<file path="src/rtl/yari_mem_pkg.sv">
// yari memory port constants shared by the core arbiter and the bridge.
// Tags identify the requester so returning read data can be routed.
package yari_mem_pkg;

  localparam logic [1:0] ID_NONE = 2'd0;
  localparam logic [1:0] ID_DC   = 2'd1;
  localparam logic [1:0] ID_IC   = 2'd2;

  localparam int MEM_ADDR_W = 30;
  localparam int MEM_DATA_W = 32;
  localparam int MEM_MASK_W = 4;

  typedef logic [1:0] mem_id_t;

endpackage

</file>
<file path="src/rtl/yari_tag_fifo.sv">
// In-order FIFO of outstanding read tags for the yari memory bridge.
// Synchronous active-low reset; depth must be a power of two.
module yari_tag_fifo #(
  parameter int DEPTH = 4,
  parameter int W     = 2,
  localparam int PW   = $clog2(DEPTH),
  localparam int CW   = PW + 1
) (
  input  logic          clock,
  input  logic          rst,
  input  logic          push,
  input  logic [W-1:0]  din,
  input  logic          pop,
  output logic [W-1:0]  dout,
  output logic          full,
  output logic          empty,
  output logic [CW-1:0] count
);

  logic [W-1:0]  mem_q [DEPTH];
  logic [PW-1:0] wr_q, rd_q;
  logic [CW-1:0] cnt_q;
  logic          push_ok, pop_ok;

  assign full    = (cnt_q == CW'(DEPTH));
  assign empty   = (cnt_q == '0);
  assign count   = cnt_q;
  assign dout    = mem_q[rd_q];
  assign push_ok = push & ~full;
  assign pop_ok  = pop & ~empty;

  // tag storage; contents are don't-care while empty
  always_ff @(posedge clock) begin
    if (push_ok) mem_q[wr_q] <= din;
  end

  // pointers wrap naturally; count tracks occupancy
  always_ff @(posedge clock) begin
    if (!rst) begin
      wr_q  <= '0;
      rd_q  <= '0;
      cnt_q <= '0;
    end else begin
      if (push_ok) wr_q <= wr_q + 1'b1;
      if (pop_ok)  rd_q <= rd_q + 1'b1;
      cnt_q <= cnt_q + CW'(push_ok) - CW'(pop_ok);
    end
  end

endmodule

</file>
<file path="src/rtl/yari_mem_bridge.sv">
// Bridges the tagged yari memory port to an untagged in-order slave.
// Optional perf counters: define YARI_MEM_BRIDGE_STATS_EN.
module yari_mem_bridge
  import yari_mem_pkg::*;
#(
  parameter int TAG_DEPTH = 4,
  parameter int ADDR_W    = MEM_ADDR_W,
  localparam int CW       = $clog2(TAG_DEPTH) + 1
) (
  input  logic                  clock,
  input  logic                  rst,
  output logic                  mem_waitrequest,
  input  logic [1:0]            mem_id,
  input  logic [ADDR_W-1:0]     mem_address,
  input  logic                  mem_read,
  input  logic                  mem_write,
  input  logic [MEM_DATA_W-1:0] mem_writedata,
  input  logic [MEM_MASK_W-1:0] mem_writedatamask,
  output logic [MEM_DATA_W-1:0] mem_readdata,
  output logic [1:0]            mem_readdataid,
  input  logic                  s_waitrequest,
  output logic [ADDR_W-1:0]     s_address,
  output logic                  s_read,
  output logic                  s_write,
  output logic [MEM_DATA_W-1:0] s_writedata,
  output logic [MEM_MASK_W-1:0] s_byteenable,
  input  logic [MEM_DATA_W-1:0] s_readdata,
  input  logic                  s_readdatavalid,
  output logic                  err
`ifdef YARI_MEM_BRIDGE_STATS_EN
  ,
  output logic [31:0]           perf_reads,
  output logic [31:0]           perf_writes,
  output logic [31:0]           perf_stall_cycles,
  output logic [CW-1:0]         perf_max_outstanding
`endif
);

  logic            rd_req, full, empty;
  logic            push, pop, wr_acc;
  mem_id_t         tag_out;
  logic [CW-1:0]   count;
  logic [MEM_DATA_W-1:0] rdata_q, rdata_d;
  mem_id_t         rid_q, rid_d;
  logic            err_q, err_d;

  assign rd_req          = mem_read & ~mem_write;
  assign s_address       = mem_address;
  assign s_writedata     = mem_writedata;
  assign s_byteenable    = mem_writedatamask;
  assign s_write         = mem_write;
  assign s_read          = rd_req & ~full;
  assign mem_waitrequest = s_waitrequest | (rd_req & full);
  assign push            = s_read & ~s_waitrequest;
  assign wr_acc          = s_write & ~s_waitrequest;
  assign pop             = s_readdatavalid & ~empty;

  yari_tag_fifo #(
    .DEPTH (TAG_DEPTH),
    .W     (2)
  ) u_tags (
    .clock (clock),
    .rst   (rst),
    .push  (push),
    .din   (mem_id),
    .pop   (pop),
    .dout  (tag_out),
    .full  (full),
    .empty (empty),
    .count (count)
  );

  // response retag and sticky protocol-error detection
  always_comb begin
    rdata_d = rdata_q;
    rid_d   = ID_NONE;
    err_d   = err_q;
    if (pop) begin
      rdata_d = s_readdata;
      rid_d   = tag_out;
    end
    if (mem_read & mem_write)            err_d = 1'b1;
    if (push && mem_id == ID_NONE)       err_d = 1'b1;
    if (s_readdatavalid & empty)         err_d = 1'b1;
  end

  // registered response and error flag
  always_ff @(posedge clock) begin
    if (!rst) begin
      rdata_q <= '0;
      rid_q   <= ID_NONE;
      err_q   <= 1'b0;
    end else begin
      rdata_q <= rdata_d;
      rid_q   <= rid_d;
      err_q   <= err_d;
    end
  end

  assign mem_readdata   = rdata_q;
  assign mem_readdataid = rid_q;
  assign err            = err_q;

`ifdef YARI_MEM_BRIDGE_STATS_EN
  logic [31:0]   reads_q, writes_q, stall_q;
  logic [CW-1:0] max_q;

  // accepted-request, stall and high-water counters
  always_ff @(posedge clock) begin
    if (!rst) begin
      reads_q  <= '0;
      writes_q <= '0;
      stall_q  <= '0;
      max_q    <= '0;
    end else begin
      reads_q  <= reads_q + 32'(push);
      writes_q <= writes_q + 32'(wr_acc);
      stall_q  <= stall_q +
                  32'((mem_read | mem_write) & mem_waitrequest);
      if (count > max_q) max_q <= count;
    end
  end

  assign perf_reads           = reads_q;
  assign perf_writes          = writes_q;
  assign perf_stall_cycles    = stall_q;
  assign perf_max_outstanding = max_q;
`else
  logic unused_wr;
  assign unused_wr = wr_acc;
`endif

endmodule
</file>
<file path="config.mk">
export PLATFORM = sky130hd
export DESIGN_NAME = yari_mem_bridge
export DESIGN_NICKNAME = d
export VERILOG_FILES = /design/src/rtl/yari_mem_pkg.sv /design/src/rtl/yari_tag_fifo.sv /design/src/rtl/yari_mem_bridge.sv
export SDC_FILE = /design/constraint.sdc
export NUM_CORES = 1
export LEC_CHECK = 0
export ABC_AREA = 1
export CAP_MARGIN = 20
export CORE_UTILIZATION = 33
export CTS_CLUSTER_SIZE = 30
export DETAILED_ROUTE_END_ITERATION = 10
export PLACE_DENSITY = 0.81
export SYNTH_ARGS = -nofsm -noshare
export SYNTH_HDL_FRONTEND = slang
export SYNTH_SLANG_ARGS = --single-unit
</file>
<file path="constraint.sdc">
create_clock -name clock -period 2.2 [get_ports clock]
set_input_delay 0.66 -clock clock [delete_from_list [all_inputs] [get_ports clock]]
set_output_delay 0.66 -clock clock [all_outputs]
set_load 0.05 [all_outputs]
</file>
Yosys cells after proc, flatten, opt, wreduce, memory -nomap -nowiden

Memory sizes are Yosys's and may differ from the RTL's. A register that Yosys moved wholly into a read port is not among the register bits.
Index checks and enable logic that the tools add are counted.

Register bits after elaboration: 40
RAM bits: 8
Memories: 1

Add/subtract/negate cells: 4
Eq/ne operators: 1
Muxes and demuxes: 5
Bitwise logic cells: 14
Reductions and logical operators: 6

Memories:

| name         | words | width | rd ports | clocked after Yosys merged registers in | write ports | line                | text |
|---|---|---|---|---|---|---|---|
| u_tags.mem_q | 4     | 2     | 1        | 1                                       | 1           | yari_tag_fifo.sv:20 | `logic [W-1:0] mem_q [DEPTH];` |

Operators with widths:

| cell                  | count |
|---|---|
| $and A1 B1 Y1         | 9 |
| $mux W1               | 5 |
| $add A2 B1 Y2 const B | 2 |
| $not A1 Y1            | 4 |
| $add A3 B1 Y3         | 1 |
| $eq A3 B3 Y1 const B  | 1 |
| $logic_not A3 Y1      | 1 |
| $reduce_bool A3 Y1    | 1 |
| $sub A3 B1 Y3         | 1 |
| $logic_not A2 Y1      | 1 |
| $reduce_and A2 Y1     | 1 |
| $logic_and A1 B1 Y1   | 1 |
| $logic_not A1 Y1      | 1 |
| $or A1 B1 Y1          | 1 |

Depth between registers and ports, before layout

Depth after elaboration: 7
Gate-level depth with buffers: 11
Depth with buffers taken out: 10

By module

Synthesis repeated with hierarchy kept, for this count alone.

Cells, all modules: 318
Area total of the unflattened synthesis: 2,728.9 µm²

Modules (own cells, without submodules):

| module          | times used | cells each | area an instance (µm²) | seq. area each (µm²) |
|---|---|---|---|---|
| yari_mem_bridge | 1          | 230        | 1,939.4                | 700.7 |
| yari_tag_fifo   | 1          | 88         | 789.5                  | 420.4 |

Worst setup path before layout

Ideal clock, no wire load.

Kind: input to output
Start point: input port mem_read
End point: output port mem_waitrequest
Arrival: 2,047 ps
Slack: -507 ps
Stages: 4
Path buffers: 0
Cells stage by stage: inv_1 nor2_1 inv_1 o21ai_0

Cells in the longest elaborated chain, start to end: 3

RTL lines:

| element            | line                  | text |
|---|---|---|
| start: declaration | yari_mem_bridge.sv:15 | `input logic mem_read,` |
| $and A1 B1 Y1      | yari_mem_bridge.sv:47 | `assign rd_req = mem_read & ~mem_write;` |
| $and A1 B1 Y1      | yari_mem_bridge.sv:53 | `assign mem_waitrequest = s_waitrequest \| (rd_req & full);` |
| $or A1 B1 Y1       | yari_mem_bridge.sv:53 |  |
| end: declaration   | yari_mem_bridge.sv:12 | `output logic mem_waitrequest,` |

Every way passes these cells.

Final worst setup path

Start point: register rdata_q[26] (netlist: mem_readdata[26])
End point: output port mem_readdata[26]

RTL lines:

| element                  | line                  | text |
|---|---|---|
| start: declaration       | yari_mem_bridge.sv:43 | `logic [MEM_DATA_W-1:0] rdata_q, rdata_d;` |
| start signal: assignment | yari_mem_bridge.sv:94 | `rdata_q <= rdata_d;` |
| end: declaration         | yari_mem_bridge.sv:19 | `output logic [MEM_DATA_W-1:0] mem_readdata,` |

No word-level cell between the ends.

==> impl_metrics.xml <==
<?xml version="1.0" encoding="UTF-8"?>
<metrics>
  <group name="run_status">
    <metric name="run_status" unit="">complete, no violations</metric>
  </group>
  <group name="synth">
    <metric name="flop_and_latch_count_out_of_synthesis" unit="">50</metric>
    <metric name="mappedNetlistNets" unit="">422</metric>
    <metric name="syn-cell-area" unit="sq um">2570</metric>
    <metric name="syn_area_per_cell" unit="sq um">8.31</metric>
    <metric name="yosys_warnings" unit="">0</metric>
    <metric name="syn_inst" unit="">309</metric>
    <metric name="synth.lib_cells_used.distinct" unit="">25</metric>
    <metric name="synth.yosys.seq_area_share" unit="%">42.1</metric>
  </group>
  <group name="grt">
    <metric name="grt_first_pass_wirelength" unit="mm">8.60</metric>
    <metric name="via_count_of_the_first_global_routing_pass" unit="">1962</metric>
    <metric name="grt-ovfl-total" unit="">0</metric>
    <metric name="largest_net_degree_at_the_start_of_global_routing" unit="">39</metric>
    <metric name="grt_antenna_before_repair" unit="">0</metric>
    <metric name="gr-usage-all-layers" unit="%">12.7</metric>
  </group>
  <group name="floorplanning">
    <metric name="core-area" unit="sq um">7370</metric>
    <metric name="floorplan.rows" unit="">31</metric>
    <metric name="die_area" unit="sq um">8140</metric>
    <metric name="fp.dieW" unit="um">90.2</metric>
    <metric name="floorplan.io_pins" unit="">210</metric>
    <metric name="die_h" unit="um">90.2</metric>
    <metric name="floorplan.initialDensity" unit="%">34.9</metric>
  </group>
  <group name="critical_path">
    <metric name="setup.reg_to_reg.worst_slack" unit="ns">0.28</metric>
    <metric name="cp_data_required_time" unit="ns">1.54</metric>
    <metric name="critPathMaxFanout" unit="">2</metric>
    <metric name="crit_path_max_incr_delay" unit="ns">0.82</metric>
    <metric name="cp_cell_sequence" unit="">clkdlybuf4s50_1</metric>
    <metric name="arrival" unit="ns">1.47</metric>
    <metric name="timing.rr.start" unit="">u_tags.count[1]</metric>
    <metric name="critPathSlowestCell" unit="">sky130_fd_sc_hd__clkdlybuf4s50_1</metric>
    <metric name="critPathBufInv" unit="">1</metric>
    <metric name="worstSetupEndpointType" unit="">primary output</metric>
    <metric name="worst_reg2reg_path_length_in_cells" unit="">10</metric>
    <metric name="worst_r2r_endpoint" unit="">u_tags.count[2]</metric>
    <metric name="setup.worst_path.class" unit="">reg -&gt; out</metric>
    <metric name="cp_top_family" unit="">buffers and inverters</metric>
    <metric name="critPathLaunchType" unit="">flip-flop</metric>
  </group>
  <group name="route">
    <metric name="routed_via_density" unit="">4.41</metric>
    <metric name="ant_nets" unit="">0</metric>
    <metric name="dr.pass1.iters" unit="">4</metric>
    <metric name="routed-via-count" unit="">1869</metric>
    <metric name="drtIter0Drc" unit="">68</metric>
    <metric name="post_drt_wl_per_cell" unit="um">11.8</metric>
    <metric name="final_wl" unit="mm">4.98</metric>
    <metric name="drcViolationCount" unit="">0</metric>
  </group>
  <group name="layout">
    <metric name="post_route_cells_drive_above_1_share" unit="%">12.0</metric>
    <metric name="stdcell_count" unit="">424</metric>
    <metric name="area_added_between_synthesis_and_finish" unit="%">20.4</metric>
    <metric name="antennaDiodeCount" unit="">0</metric>
    <metric name="finalNetCount" unit="">437</metric>
  </group>
  <group name="placed_design">
    <metric name="placement.setup.worst_slack" unit="ns">-0.322</metric>
    <metric name="portBuffers" unit="">77</metric>
    <metric name="detailedPlacementHpwl" unit="mm">3.56</metric>
    <metric name="gp_congestion" unit="">0.746</metric>
    <metric name="instance_count_after_placement_with_tap_cells_included" unit="">416</metric>
  </group>
  <group name="pwr">
    <metric name="static-leakage-power" unit="uW">0.00125</metric>
    <metric name="vdd_ir_drop_max" unit="mV">0.542</metric>
    <metric name="power_density" unit="nW/um^2">1280</metric>
    <metric name="total_power" unit="uW">3960</metric>
  </group>
  <group name="worst_hold_path">
    <metric name="min-delay-start" unit="">mem_readdata[20]</metric>
    <metric name="min-delay-path-class" unit="">reg -&gt; reg</metric>
    <metric name="timing.hold.worst_endpoint" unit="">mem_readdata[20]</metric>
    <metric name="hold_depth" unit="">2</metric>
  </group>
  <group name="sta">
    <metric name="hold_violations" unit="">0</metric>
    <metric name="min_period" unit="ns">2.13</metric>
    <metric name="worst_slew_margin" unit="%">65.7</metric>
    <metric name="setup_tns" unit="ns">0</metric>
    <metric name="fin_crit_sh" unit="%">96.9</metric>
    <metric name="worst_slack" unit="ns">0.0687</metric>
    <metric name="skew" unit="ns">0.00621</metric>
    <metric name="maxClockFrequency" unit="MHz">469</metric>
    <metric name="timing.final.max_slew_violations" unit="">0</metric>
    <metric name="rsz_0062_raised_after_global_routing" unit="">no</metric>
    <metric name="finalSetupViolations" unit="">0</metric>
    <metric name="timing_worst_slew_pin_value" unit="ns">0.513</metric>
  </group>
  <group name="clocking">
    <metric name="worstSkewPairLatency" unit="ns">0.30</metric>
    <metric name="cts-htree-levels" unit="">2</metric>
    <metric name="clock-sinks" unit="">50</metric>
    <metric name="tritoncts" unit="">yes</metric>
    <metric name="cts_inserted_buffers" unit="">5</metric>
    <metric name="cts_hold_buffers" unit="">0</metric>
    <metric name="max-clock-path-buffers" unit="">2</metric>
    <metric name="clock_transition_at_the_registers_of_the_reported_paths" unit="ns">0.08</metric>
    <metric name="cts_root_buffer" unit="">sky130_fd_sc_hd__clkbuf_8</metric>
  </group>
  <group name="job">
    <metric name="maxCapViolCount" unit="">0</metric>
  </group>
</metrics>
report_power, final:
group	internal, uW	switching [uW]
logic	680	1300
clock network	371	287
registers	1170	156
total	2220	1740
layout by cell type (no fill, tap or decap), drive strengths merged:
cell	Yosys	layout
nor2	85	85
clkdlybuf4s50	0	71
dfxtp	42	42
o21ai	38	38
inv	22	22
nand2	18	18
buf	74	11
edfxtp	8	8
clkbuf	3	7
ha	6	6
a21oi	6	6
nand3	3	3
nand4	2	2
dlygate4sd2	0	2
xor2	1	1
fa	1	1
bufinv	0	1
dlymetal6s2s	0	1
cells in the mapped netlist (all sizes together):
cell type	instances	area, sq um
nand2	18	91.3
o21ai	38	190
nand3	3	20.0
xor2	1	8.76
edfxtp	8	240
dfxtp	42	841
nor2	85	354
inv	22	90.1
buf	74	584
a21oi	6	30.0
nand4	2	12.5
ha	6	75.1
clkbuf	3	11.3
fa	1	20.0
worst max-delay path by stage:
stage | startpoint | end | slack, ns | depth (start not counted)
6_report | mem_readdata[26] | mem_readdata[26] | 0.07 | 1
5_1_grt | mem_readdata[26] | mem_readdata[26] | 0.002 | 1
4_1_cts | s_readdatavalid | u_tags.count[2] | 0.01 | 9
3_5_place_dp | s_readdatavalid | u_tags.count[2] | -0.32 | 9
3_3_place_gp | s_readdatavalid | u_tags.count[2] | -0.28 | 9
2_1_floorplan | mem_read | mem_waitrequest | -0.15 | 4
cell families (layout without fill, tap and decap cells):
logic type / Yosys count / count (layout) / synth area share [%]
compound gates: 44 / 44 / 8.57
xor+xnor: 1 / 1 / 0.341
fa+ha+maj: 7 / 7 / 3.70
buf+inv: 99 / 115 / 26.7
flops: 50 / 50 / 42.1
simple gates: 108 / 108 / 18.6
layer usage:
metal  vias to the layer above  wire length, um  GRT usage, %
met5                         -                0             0
met4                         0               80          4.97
met1                       837             2030          13.5
li1                        924                -             -
met3                        19              389          4.57
met2                        89             2480          22.7
what timing repair did:
action / CTS / global route
endpoints found under the hold margin: 0 / 0
setup endpoints to repair: 2 / 3
buffers inserted: 0 / 0
pin swaps: 2 / 0
resized for setup: 5 / 2
registers in the layout (all words and copies together) (netlist names):
name / cells
mem_readdata: 32
u_tags.mem_q: 8
u_tags.count: 3
mem_readdataid: 2
u_tags.rd_q: 2
u_tags.wr_q: 2
err: 1
area by class of cell:
| type | count | area [sq um] |
|---|---|---|
| clock inverters | 1 | 30.0 |
| clock buffers | 7 | 86.3 |
| multi-input cells | 160 | 820 |
| flip-flops and latches | 50 | 1080 |
| repair buffers | 85 | 861 |
| well taps | 99 | 124 |
| fillers | 730 | 4280 |
| inverters | 22 | 90.1 |
per-stage QoR:
| step | cell area, sq um | hold slack [ns] | util (%) |
|---|---|---|---|
| after floorplan | 2570 | 0.478 | - |
| after global placement | 2960 | 0.465 | 40.2 |
| after detailed placement | 2960 | 0.473 | 40.2 |
| after CTS | 3080 | 0.495 | 41.8 |
| after global routing | 3090 | 0.517 | 42.0 |
| final | 3090 | 0.492 | 42.0 |
(Power assumes the default switching activity.)
